--- src/rtl/exc_ctrl_if.sv ---
// Commit-stage / CP0 port bundle for exc_ctrl.
//   master : commit stage side (drives instruction/CP0 state, consumes writes)
//   slave  : exc_ctrl side (consumes commit info, drives CP0 writes/flush/redirect)
interface exc_ctrl_if;
  logic        instr_valid;
  logic [31:0] pc_in;
  logic        in_delay_slot;
  logic        exc_adel;
  logic        exc_ri;
  logic        exc_sys;
  logic        exc_ov;
  logic        exc_ades;
  logic        eret;
  logic [31:0] status_in;
  logic [31:0] cause_in;
  logic [31:0] epc_in;
  logic        cause_w;
  logic [31:0] cause_d;
  logic        epc_w;
  logic [31:0] epc_d;
  logic        status_w;
  logic [31:0] status_d;
  logic        flush;
  logic        redirect;
  logic [31:0] redirect_pc;
  logic        busy;

  modport master (
    output instr_valid, pc_in, in_delay_slot, exc_adel, exc_ri, exc_sys,
           exc_ov, exc_ades, eret, status_in, cause_in, epc_in,
    input  cause_w, cause_d, epc_w, epc_d, status_w, status_d,
           flush, redirect, redirect_pc, busy
  );

  modport slave (
    input  instr_valid, pc_in, in_delay_slot, exc_adel, exc_ri, exc_sys,
           exc_ov, exc_ades, eret, status_in, cause_in, epc_in,
    output cause_w, cause_d, epc_w, epc_d, status_w, status_d,
           flush, redirect, redirect_pc, busy
  );
endinterface

--- src/rtl/exc_ctrl.sv ---
// Exception / interrupt controller beside the commit stage.
// Prioritises interrupts and synchronous exceptions, commits Cause/EPC/Status,
// flushes the pipe and redirects fetch to EXC_VECTOR; also executes ERET.
// Ports:
//   clk, rst_n : clock (rising) / async active-low reset
//   irq[5:0]   : async level-sensitive hardware interrupt lines
//   bus        : exc_ctrl_if.slave -- commit info in, CP0 write pulses,
//                flush, redirect and busy out
module exc_ctrl #(
  parameter logic [31:0] EXC_VECTOR  = 32'h8000_0180,
  parameter int          SYNC_STAGES = 2             // must be >= 2
) (
  input  logic        clk,
  input  logic        rst_n,
  input  logic [5:0]  irq,
  exc_ctrl_if.slave   bus
);

  typedef enum logic [1:0] {IDLE, COMMIT, VECTOR, RETURN} state_t;

  state_t state_q, state_d;

  logic [SYNC_STAGES-1:0][5:0] sync_q, sync_d;
  logic [5:0]  irq_prev_q, irq_prev_d;
  logic [4:0]  code_q, code_d;
  logic        bd_q, bd_d;
  logic [31:0] pc_q, pc_d;

  logic [5:0]  ip_s;
  logic        int_req;
  logic        exc_any;
  logic [4:0]  exc_code;

  // Synchroniser: index 0 samples the pin, the top stage is the clean copy.
  always_comb sync_d = {sync_q[SYNC_STAGES-2:0], irq};
  assign ip_s = sync_q[SYNC_STAGES-1];

  assign int_req = bus.status_in[0] & ~bus.status_in[1] &
                   (|(ip_s & bus.status_in[15:10]));

  // Fixed priority encoder; the interrupt wins over every sync exception.
  always_comb begin
    exc_any  = 1'b1;
    exc_code = 5'd0;
    if      (int_req)      exc_code = 5'd0;
    else if (bus.exc_adel) exc_code = 5'd4;
    else if (bus.exc_ri)   exc_code = 5'd10;
    else if (bus.exc_sys)  exc_code = 5'd8;
    else if (bus.exc_ov)   exc_code = 5'd12;
    else if (bus.exc_ades) exc_code = 5'd5;
    else                   exc_any  = 1'b0;
  end

  always_comb begin
    state_d         = state_q;
    irq_prev_d      = irq_prev_q;
    code_d          = code_q;
    bd_d            = bd_q;
    pc_d            = pc_q;
    bus.cause_w     = 1'b0;
    bus.cause_d     = '0;
    bus.epc_w       = 1'b0;
    bus.epc_d       = '0;
    bus.status_w    = 1'b0;
    bus.status_d    = '0;
    bus.flush       = 1'b0;
    bus.redirect    = 1'b0;
    bus.redirect_pc = '0;

    case (state_q)
      IDLE: begin
        if (bus.instr_valid && exc_any) begin
          // an exception/interrupt drops a simultaneous eret
          state_d = COMMIT;
          code_d  = exc_code;
          bd_d    = bus.in_delay_slot;
          pc_d    = bus.pc_in;
        end else if (bus.instr_valid && bus.eret) begin
          state_d = RETURN;
        end else begin
          // No event this cycle: mirror any change of pending lines into Cause.IP
          if (ip_s != irq_prev_q) begin
            bus.cause_w = 1'b1;
            bus.cause_d = {bus.cause_in[31:16], ip_s, bus.cause_in[9:0]};
          end
          irq_prev_d = ip_s;
        end
      end
      COMMIT: begin
        bus.cause_w  = 1'b1;
        bus.cause_d  = {bd_q, bus.cause_in[30:16], ip_s, bus.cause_in[9:7],
                        code_q, bus.cause_in[1:0]};
        bus.epc_w    = 1'b1;
        bus.epc_d    = bd_q ? (pc_q - 32'd4) : pc_q;   // wraps at 0
        bus.status_w = 1'b1;
        bus.status_d = bus.status_in | 32'h2;
        bus.flush    = 1'b1;
        state_d      = VECTOR;
      end
      VECTOR: begin
        bus.redirect    = 1'b1;
        bus.redirect_pc = EXC_VECTOR;
        state_d         = IDLE;
      end
      RETURN: begin
        bus.status_w    = 1'b1;
        bus.status_d    = bus.status_in & ~32'h2;
        bus.flush       = 1'b1;
        bus.redirect    = 1'b1;
        bus.redirect_pc = bus.epc_in;
        state_d         = IDLE;
      end
      default: state_d = IDLE;
    endcase
  end

  assign bus.busy = (state_q != IDLE);

  always_ff @(posedge clk or negedge rst_n) begin
    if (!rst_n) begin
      state_q    <= IDLE;
      sync_q     <= '0;
      irq_prev_q <= '0;
      code_q     <= '0;
      bd_q       <= 1'b0;
      pc_q       <= '0;
    end else begin
      state_q    <= state_d;
      sync_q     <= sync_d;
      irq_prev_q <= irq_prev_d;
      code_q     <= code_d;
      bd_q       <= bd_d;
      pc_q       <= pc_d;
    end
  end

endmodule

--- src/flat_wrapper.sv ---
// flat-port wrapper written by rule: the top's interface ports become plain ports
module exc_ctrl_flat 
#(
  parameter logic [31:0] EXC_VECTOR  = 32'h8000_0180,
  parameter int          SYNC_STAGES = 2                            
)
  (clk, rst_n, irq, bus_instr_valid, bus_pc_in, bus_in_delay_slot, bus_exc_adel, bus_exc_ri, bus_exc_sys, bus_exc_ov, bus_exc_ades, bus_eret, bus_status_in, bus_cause_in, bus_epc_in, bus_cause_w, bus_cause_d, bus_epc_w, bus_epc_d, bus_status_w, bus_status_d, bus_flush, bus_redirect, bus_redirect_pc, bus_busy);
  exc_ctrl_if bus_i ();
  input  logic clk;
  input  logic rst_n;
  input  logic [5:0] irq;
  input wire logic [$bits(bus_i.instr_valid)-1:0] bus_instr_valid;
  input wire logic [$bits(bus_i.pc_in)-1:0] bus_pc_in;
  input wire logic [$bits(bus_i.in_delay_slot)-1:0] bus_in_delay_slot;
  input wire logic [$bits(bus_i.exc_adel)-1:0] bus_exc_adel;
  input wire logic [$bits(bus_i.exc_ri)-1:0] bus_exc_ri;
  input wire logic [$bits(bus_i.exc_sys)-1:0] bus_exc_sys;
  input wire logic [$bits(bus_i.exc_ov)-1:0] bus_exc_ov;
  input wire logic [$bits(bus_i.exc_ades)-1:0] bus_exc_ades;
  input wire logic [$bits(bus_i.eret)-1:0] bus_eret;
  input wire logic [$bits(bus_i.status_in)-1:0] bus_status_in;
  input wire logic [$bits(bus_i.cause_in)-1:0] bus_cause_in;
  input wire logic [$bits(bus_i.epc_in)-1:0] bus_epc_in;
  output wire logic [$bits(bus_i.cause_w)-1:0] bus_cause_w;
  output wire logic [$bits(bus_i.cause_d)-1:0] bus_cause_d;
  output wire logic [$bits(bus_i.epc_w)-1:0] bus_epc_w;
  output wire logic [$bits(bus_i.epc_d)-1:0] bus_epc_d;
  output wire logic [$bits(bus_i.status_w)-1:0] bus_status_w;
  output wire logic [$bits(bus_i.status_d)-1:0] bus_status_d;
  output wire logic [$bits(bus_i.flush)-1:0] bus_flush;
  output wire logic [$bits(bus_i.redirect)-1:0] bus_redirect;
  output wire logic [$bits(bus_i.redirect_pc)-1:0] bus_redirect_pc;
  output wire logic [$bits(bus_i.busy)-1:0] bus_busy;
  assign bus_i.instr_valid = bus_instr_valid;
  assign bus_i.pc_in = bus_pc_in;
  assign bus_i.in_delay_slot = bus_in_delay_slot;
  assign bus_i.exc_adel = bus_exc_adel;
  assign bus_i.exc_ri = bus_exc_ri;
  assign bus_i.exc_sys = bus_exc_sys;
  assign bus_i.exc_ov = bus_exc_ov;
  assign bus_i.exc_ades = bus_exc_ades;
  assign bus_i.eret = bus_eret;
  assign bus_i.status_in = bus_status_in;
  assign bus_i.cause_in = bus_cause_in;
  assign bus_i.epc_in = bus_epc_in;
  assign bus_cause_w = bus_i.cause_w;
  assign bus_cause_d = bus_i.cause_d;
  assign bus_epc_w = bus_i.epc_w;
  assign bus_epc_d = bus_i.epc_d;
  assign bus_status_w = bus_i.status_w;
  assign bus_status_d = bus_i.status_d;
  assign bus_flush = bus_i.flush;
  assign bus_redirect = bus_i.redirect;
  assign bus_redirect_pc = bus_i.redirect_pc;
  assign bus_busy = bus_i.busy;
  exc_ctrl #(.EXC_VECTOR(EXC_VECTOR), .SYNC_STAGES(SYNC_STAGES)) u_core (.clk(clk), .rst_n(rst_n), .irq(irq), .bus(bus_i));
endmodule
--- config.mk ---
export PLATFORM = sky130hd
export DESIGN_NAME = exc_ctrl_flat
export DESIGN_NICKNAME = d
export VERILOG_FILES = /design/src/rtl/exc_ctrl_if.sv /design/src/rtl/exc_ctrl.sv /design/src/flat_wrapper.sv
export SDC_FILE = /design/constraint.sdc
export NUM_CORES = 1
export LEC_CHECK = 0
export CAP_MARGIN = 20
export CORE_AREA = 2 2 107 109
export DETAILED_ROUTE_END_ITERATION = 7
export DIE_AREA = 0 0 109 111
export PLACE_DENSITY = 0.92
export SLEW_MARGIN = 40
export SYNTH_ARGS = -nofsm -noshare
export SYNTH_HDL_FRONTEND = slang
export SYNTH_SLANG_ARGS = --single-unit
--- constraint.sdc ---
create_clock -name clk -period 5.7 [get_ports clk]
set_input_delay 1.14 -clock clk [delete_from_list [all_inputs] [get_ports clk]]
set_output_delay 1.14 -clock clk [all_outputs]
set_load 0.005 [all_outputs]
# After elaboration in Yosys (flattened, before gate mapping)
# Index checks and enable logic that the tools add are counted.
[totals]
out_inout_bits = 134
ff_bits = 58
elab_cells = 58
[classes]
add_sub_neg = 1
muxes = 30
eq_ne = 5
n_bitwise = 6
n_reduce_logical = 9
[op_table]
columns = ["operator", "n"]
rows = [
  ["case mux 32 bit (2 select lines)", 3],
  ["2-to-1 mux 32 bit", 5],
  ["subtractor 32 x 3 -> 32 bit, second input constant", 1],
  ["2-to-1 mux 5 bit", 5],
  ["2-to-1 mux 1 bit", 12],
  ["AND 6 bit", 1],
  ["inequality test 6 bit", 1],
  ["case mux 2 bit (3 select lines)", 1],
  ["OR reduction 6 bit", 1],
  ["equality test 2 bit, second input constant", 2],
  ["2-to-1 mux 2 bit", 2],
  ["OR reduction 2 bit", 2],
  ["2-to-1 mux 3 bit", 1],
  ["inequality test 3 x 1 -> 1 bit, second input constant", 1],
  ["NOT 1 bit", 3],
  ["AND reduction 3 bit", 1],
  ["AND 1 bit", 2],
  ["equality test 2 x 1 -> 1 bit, second input constant", 1],
  ["logical AND 1 bit", 2],
  ["zero test 2 bit", 1],
  ["case mux 1 bit (2 select lines)", 1],
  ["AND reduction 2 bit", 1],
  ["nonzero test 2 bit", 1],
]

# Longest topological paths before layout
[logic_depth]
word_depth = 9
ltp_mapped = 7

# Least setup slack after synthesis
# No wires, ideal clock.
[synth_path]
path_kind = "input-to-output"
startpoint = "input port bus_exc_ov"
endpoint = "output port bus_cause_d[12]"
slack_ns = 1.877
t_arrival_ns = 2.683
path_stages = 6
path_cell_list = "or3_4 > or4_4 > nor2_1 > o22ai_2 > buf_2 > nor3b_1"
[synth_via]
elab_chain_cells = 8
[synth_rtl]
columns = ["element", "line", "source"]
rows = [
  ["from (decl)", "flat_wrapper.sv:18", "input wire logic [$bits(bus_i.exc_ov)-1:0] bus_exc_ov;"],
  ["2-to-1 mux 1 bit", "exc_ctrl.sv:49", "else if (bus.exc_ov) exc_code = 5'd12;"],
  ["2-to-1 mux 1 bit", "exc_ctrl.sv:48", "else if (bus.exc_sys) exc_code = 5'd8;"],
  ["2-to-1 mux 1 bit", "exc_ctrl.sv:47", "else if (bus.exc_ri) exc_code = 5'd10;"],
  ["2-to-1 mux 1 bit", "exc_ctrl.sv:46", "else if (bus.exc_adel) exc_code = 5'd4;"],
  ["2-to-1 mux 1 bit", "exc_ctrl.sv:45", "if (int_req) exc_code = 5'd0;"],
  ["logical AND 1 bit", "exc_ctrl.sv:72", "if (bus.instr_valid && exc_any) begin"],
  ["2-to-1 mux 32 bit", "exc_ctrl.sv:72", ""],
  ["case mux 32 bit (2 select lines)", "exc_ctrl.sv:70", "case (state_q)"],
  ["to (decl)", "flat_wrapper.sv:25", "output wire logic [$bits(bus_i.cause_d)-1:0] bus_cause_d;"],
]
# No other way between the ends.

# Worst setup path in the final report
[layout_path]
startpoint = "input port bus_exc_ov"
endpoint = "output port bus_cause_d[16]"
# The elaborated chain is that of the path after synthesis.

==> tab_implementation.tex <==
\begin{tabular}{lr}
\hline
Metric & Value \\
\hline
\multicolumn{2}{l}{\textbf{Outcome}} \\
Result of the run & completed \\
\multicolumn{2}{l}{\textbf{Placed design}} \\
GP Congestion & 0.8352 \\
Total half-perimeter wirelength after legalization and detailed placement & 10740 um \\
Number of input and output port buffers inserted & 271 \\
Post-placement cell count & 783 \\
\multicolumn{2}{l}{\textbf{Logic synthesis}} \\
Synth top cells by count & dfrtp\_1 (57), nor2\_1 (42), and2\_1 (35), mux2\_2 (34), and3\_1 (30) \\
Simple-gate portion of the synthesized area & 31.21\% \\
Number of instances in the synthesized netlist & 395 \\
Share of the synthesized area in the top cell type & 37.77\% \\
Number of storage elements in the synthesis netlist & 57 \\
Adder-cell share of the synthesized area & 0.3313\% \\
Cell type contributing the most total cell area after synthesis & dfrtp\_1 \\
Number of synthesized flops with an enable pin & 0 \\
Syn\_nets & 540 \\
Count of cell types in the netlist & 49 \\
Cell types occupying the most area after synthesis & dfrtp\_1 (38\%), mux2\_2 (10\%), and2\_1 (5.8\%) \\
Largest family of logic cells by synthesized area & simple AND/OR/NAND/NOR gates \\
Prevailing post-synth register cell & dfrtp\_1 \\
Synthesized-area fraction occupied by xor and xnor cells & 7.190\% \\
Area fraction in compound gates after synthesis & 5.865\% \\
Post-Synthesis Cell Area & 3776 um2 \\
Mux contribution to synthesized area & 12.52\% \\
Post-synthesis sequential area ratio & 37.77\% \\
Share of flip-flops with an asynchronous set or reset after synthesis & 100.0\% \\
Synthesized area per cell & 9.560 um2 \\
Count of warnings emitted by yosys & 0 \\
Most used standard cell by instance count after synthesis & dfrtp\_1 \\
\multicolumn{2}{l}{\textbf{Worst setup path}} \\
Source of the critical timing path & bus\_exc\_ov \\
Startpoint class of the critical path & input port \\
Data arrival at the endpoint of the critical path & 3.84 ns \\
Type of the worst setup path & in2out \\
Required arrival time at the worst endpoint & 4.56 ns \\
Reg2reg start & u\_core.ip\_s[4] \\
Crit. End Element & output port \\
Maximum fanout count along the critical path & 27 \\
\multicolumn{2}{l}{\textbf{CTS}} \\
Clk buf depth & 2 \\
CTS tree & yes \\
TritonCTS Buffers & 9 \\
Root buffer cell & clkbuf\_16 \\
Number of setup buffers added after CTS & 0 \\
Clock-pin slew on the worst setup and hold paths & 0.05 ns \\
Number of levels the H-tree was split into & 3 \\
Hold bufs inserted after CTS & 0 \\
Number of gates resized after CTS & 0 \\
Number of clock sinks & 57 \\
Later-pin clock latency in the skew report & 0.32 ns \\
\multicolumn{2}{l}{\textbf{Cells and area}} \\
Util after Layout & 62.04\% \\
Total number of nets in the final design & 796 \\
Antenna fix cells & 0 \\
Post-Layout Cell Count & 799 \\
Area growth from synthesis to final layout & 81.97\% \\
Fraction of layout instances using a drive strength above 1 & 11.28\% \\
\multicolumn{2}{l}{\textbf{Floorplanning}} \\
Die Span X & 109 um \\
Site row count & 39 \\
Vert. Die Dim & 111 um \\
Core Box Area & 11080 um2 \\
Effective utilization at floorplan & 34.09\% \\
Die Footprint & 12100 um2 \\
IO Pins & 278 \\
\multicolumn{2}{l}{\textbf{Global routing}} \\
Overflow left after global routing & 0 \\
GR Util All Layers & 22.24\% \\
First-pass GRT wire length & 21110 um \\
Vias in the first global route & 4014 \\
Number of antenna violations at the first check in global routing & 0 \\
Maximum number of pins on one net before global-route repair & 61 \\
\multicolumn{2}{l}{\textbf{Timing}} \\
Final worst clock skew & 0.009684 ns \\
Unrepaired setup endpoints after global routing & no \\
Final cycle utilization of the critical path & 87.45\% \\
Worst hold slack & 0.3463 ns \\
Aggregate negative setup slack & 0 ns \\
Slew of the pin with the lowest slew margin & 0.8200 ns \\
Final Hold Vio Count & 0 \\
Relative slew slack & 45.04\% \\
Max-slew violation total from the final report & 0 \\
Minimum period implied by the final worst setup slack & 4.984 ns \\
Fmax & 0.2006 GHz \\
Final setup violation count & 0 \\
\multicolumn{2}{l}{\textbf{Power}} \\
Peak supply drop & 0.0001718 V \\
Total leakage power & 2.715 nW \\
Ratio of total power to cell area & 267.6 nW/um2 \\
\multicolumn{2}{l}{\textbf{Drt}} \\
Vias/cell & 5.039 \\
Count of unresolved DRC violations after routing & 0 \\
Detailed router's first-iteration violation count & 144 \\
First drt pass iteration count & 4 \\
Via count & 4026 \\
Average wire length per cell after detail routing & 17.15 um \\
Total detailed-routing wirelength & 13700 um \\
ANT nets after route & 0 \\
\multicolumn{2}{l}{\textbf{Hold path}} \\
Worst hold path startpoint & u\_core.sync\_d[8] \\
Path class of the lowest-slack min-delay path & reg2reg \\
\multicolumn{2}{l}{\textbf{Flow run}} \\
Maxcap violations & 0 \\
\hline
\end{tabular}
==> where the power goes <==
| part | switching [mW] | internal, mW | total [mW] |
|---|---|---|---|
| clock network | 0.205 | 0.346 | 0.551 |
| logic | 0.255 | 0.428 | 0.683 |
| registers | 0.108 | 0.497 | 0.605 |
==> metrics by stage <==
stage	power, mW	area, um2	setup slack (ns)
2_1_floorplan	0.9201	3776	1.877
3_3_place_gp	1.260	6549	0.5985
3_5_place_dp	1.292	6556	0.7187
4_1_cts	1.854	6865	0.7095
5_1_grt	1.946	6872	0.5934
6_report	1.839	6872	0.7156
==> state kept, by name (all words and copies together) (netlist names) <==
| register | flops |
|---|---|
| u_core.state_q | 2 |
| u_core.bd_q | 1 |
| u_core.pc_q | 32 |
| u_core.ip_s | 6 |
| u_core.sync_d | 6 |
| u_core.irq_prev_q | 6 |
| u_core.code_q | 4 |
==> final timing paths <==
kind	endpoint	slack, ns	cells after the start
worst max-delay path	bus_cause_d[16]	0.72	7
worst min-delay path	u_core.ip_s[2]	0.35	0
min in group asynchronous	u_core.pc_q[26]	0.95	2
worst min register to register	u_core.ip_s[2]	0.35	0
worst max register to register	u_core.pc_q[24]	3.24	6
max in group asynchronous	u_core.state_q[0]	4.24	2
==> area by class of cell <==
cell class,count,area (um2)
inverter,9,33.78
clock inverter,7,83.83
multi-input combinational,297,2170
timing repair buffer,277,2753
clock buffer,9,225.2
sequential,57,1428
tap,143,178.9
fill,903,4205
==> logic make-up after synthesis <==
| kind of cell | Yosys count |
|---|---|
| adder cells (fa/ha/maj) | 1 |
| AO/OA/AOI/OAI | 29 |
| multiplexers | 40 |
| flip-flops | 57 |
| AND/OR/NAND/NOR | 196 |
| XOR/XNOR | 31 |
| buffers and inverters | 41 |
==> metal layers <==
metal  GRT usage (%)  vias up  wire length [um]
li1                -     1908                 -
met4           9.402        0               385
met5               0        -                 0
met2           38.96      203              6997
met1           25.74     1880              5147
met3           4.703       35              1171
==> worst max-delay path: stages <==
cell             delay [ns]
clkdlybuf4s50_1        0.43
or3_4                  0.41
or4_4                  0.45
nor2_1                 0.24
o22ai_4                0.26
nor3b_1                0.35
clkdlybuf4s50_1        0.56
==> cell usage in the layout, fill, tap and decap left out, types with 2 or more instances in the layout <==
cell and instances:
clkdlybuf4s50_1 270, dfrtp_1 56, nor2_1 42, and2_1 35, mux2_2 34, and3_1 30, nor3b_1 26, xor2_1 23
nand4_1 10, clkbuf_16 9, inv_1 8, xnor2_1 8, nand2_1 8, nand3_1 6, a22o_1 6, nor3_1 6
a21oi_1 6, mux2_4 6, buf_4 6, or4_1 5, or3_1 5, nor4_1 4, a21boi_0 3, nand2b_1 3
or3_4 3, a22oi_1 3, o21ai_0 3, inv_6 3, nor4b_1 2, nand3b_1 2
Power figures use the tool's default switching activity.
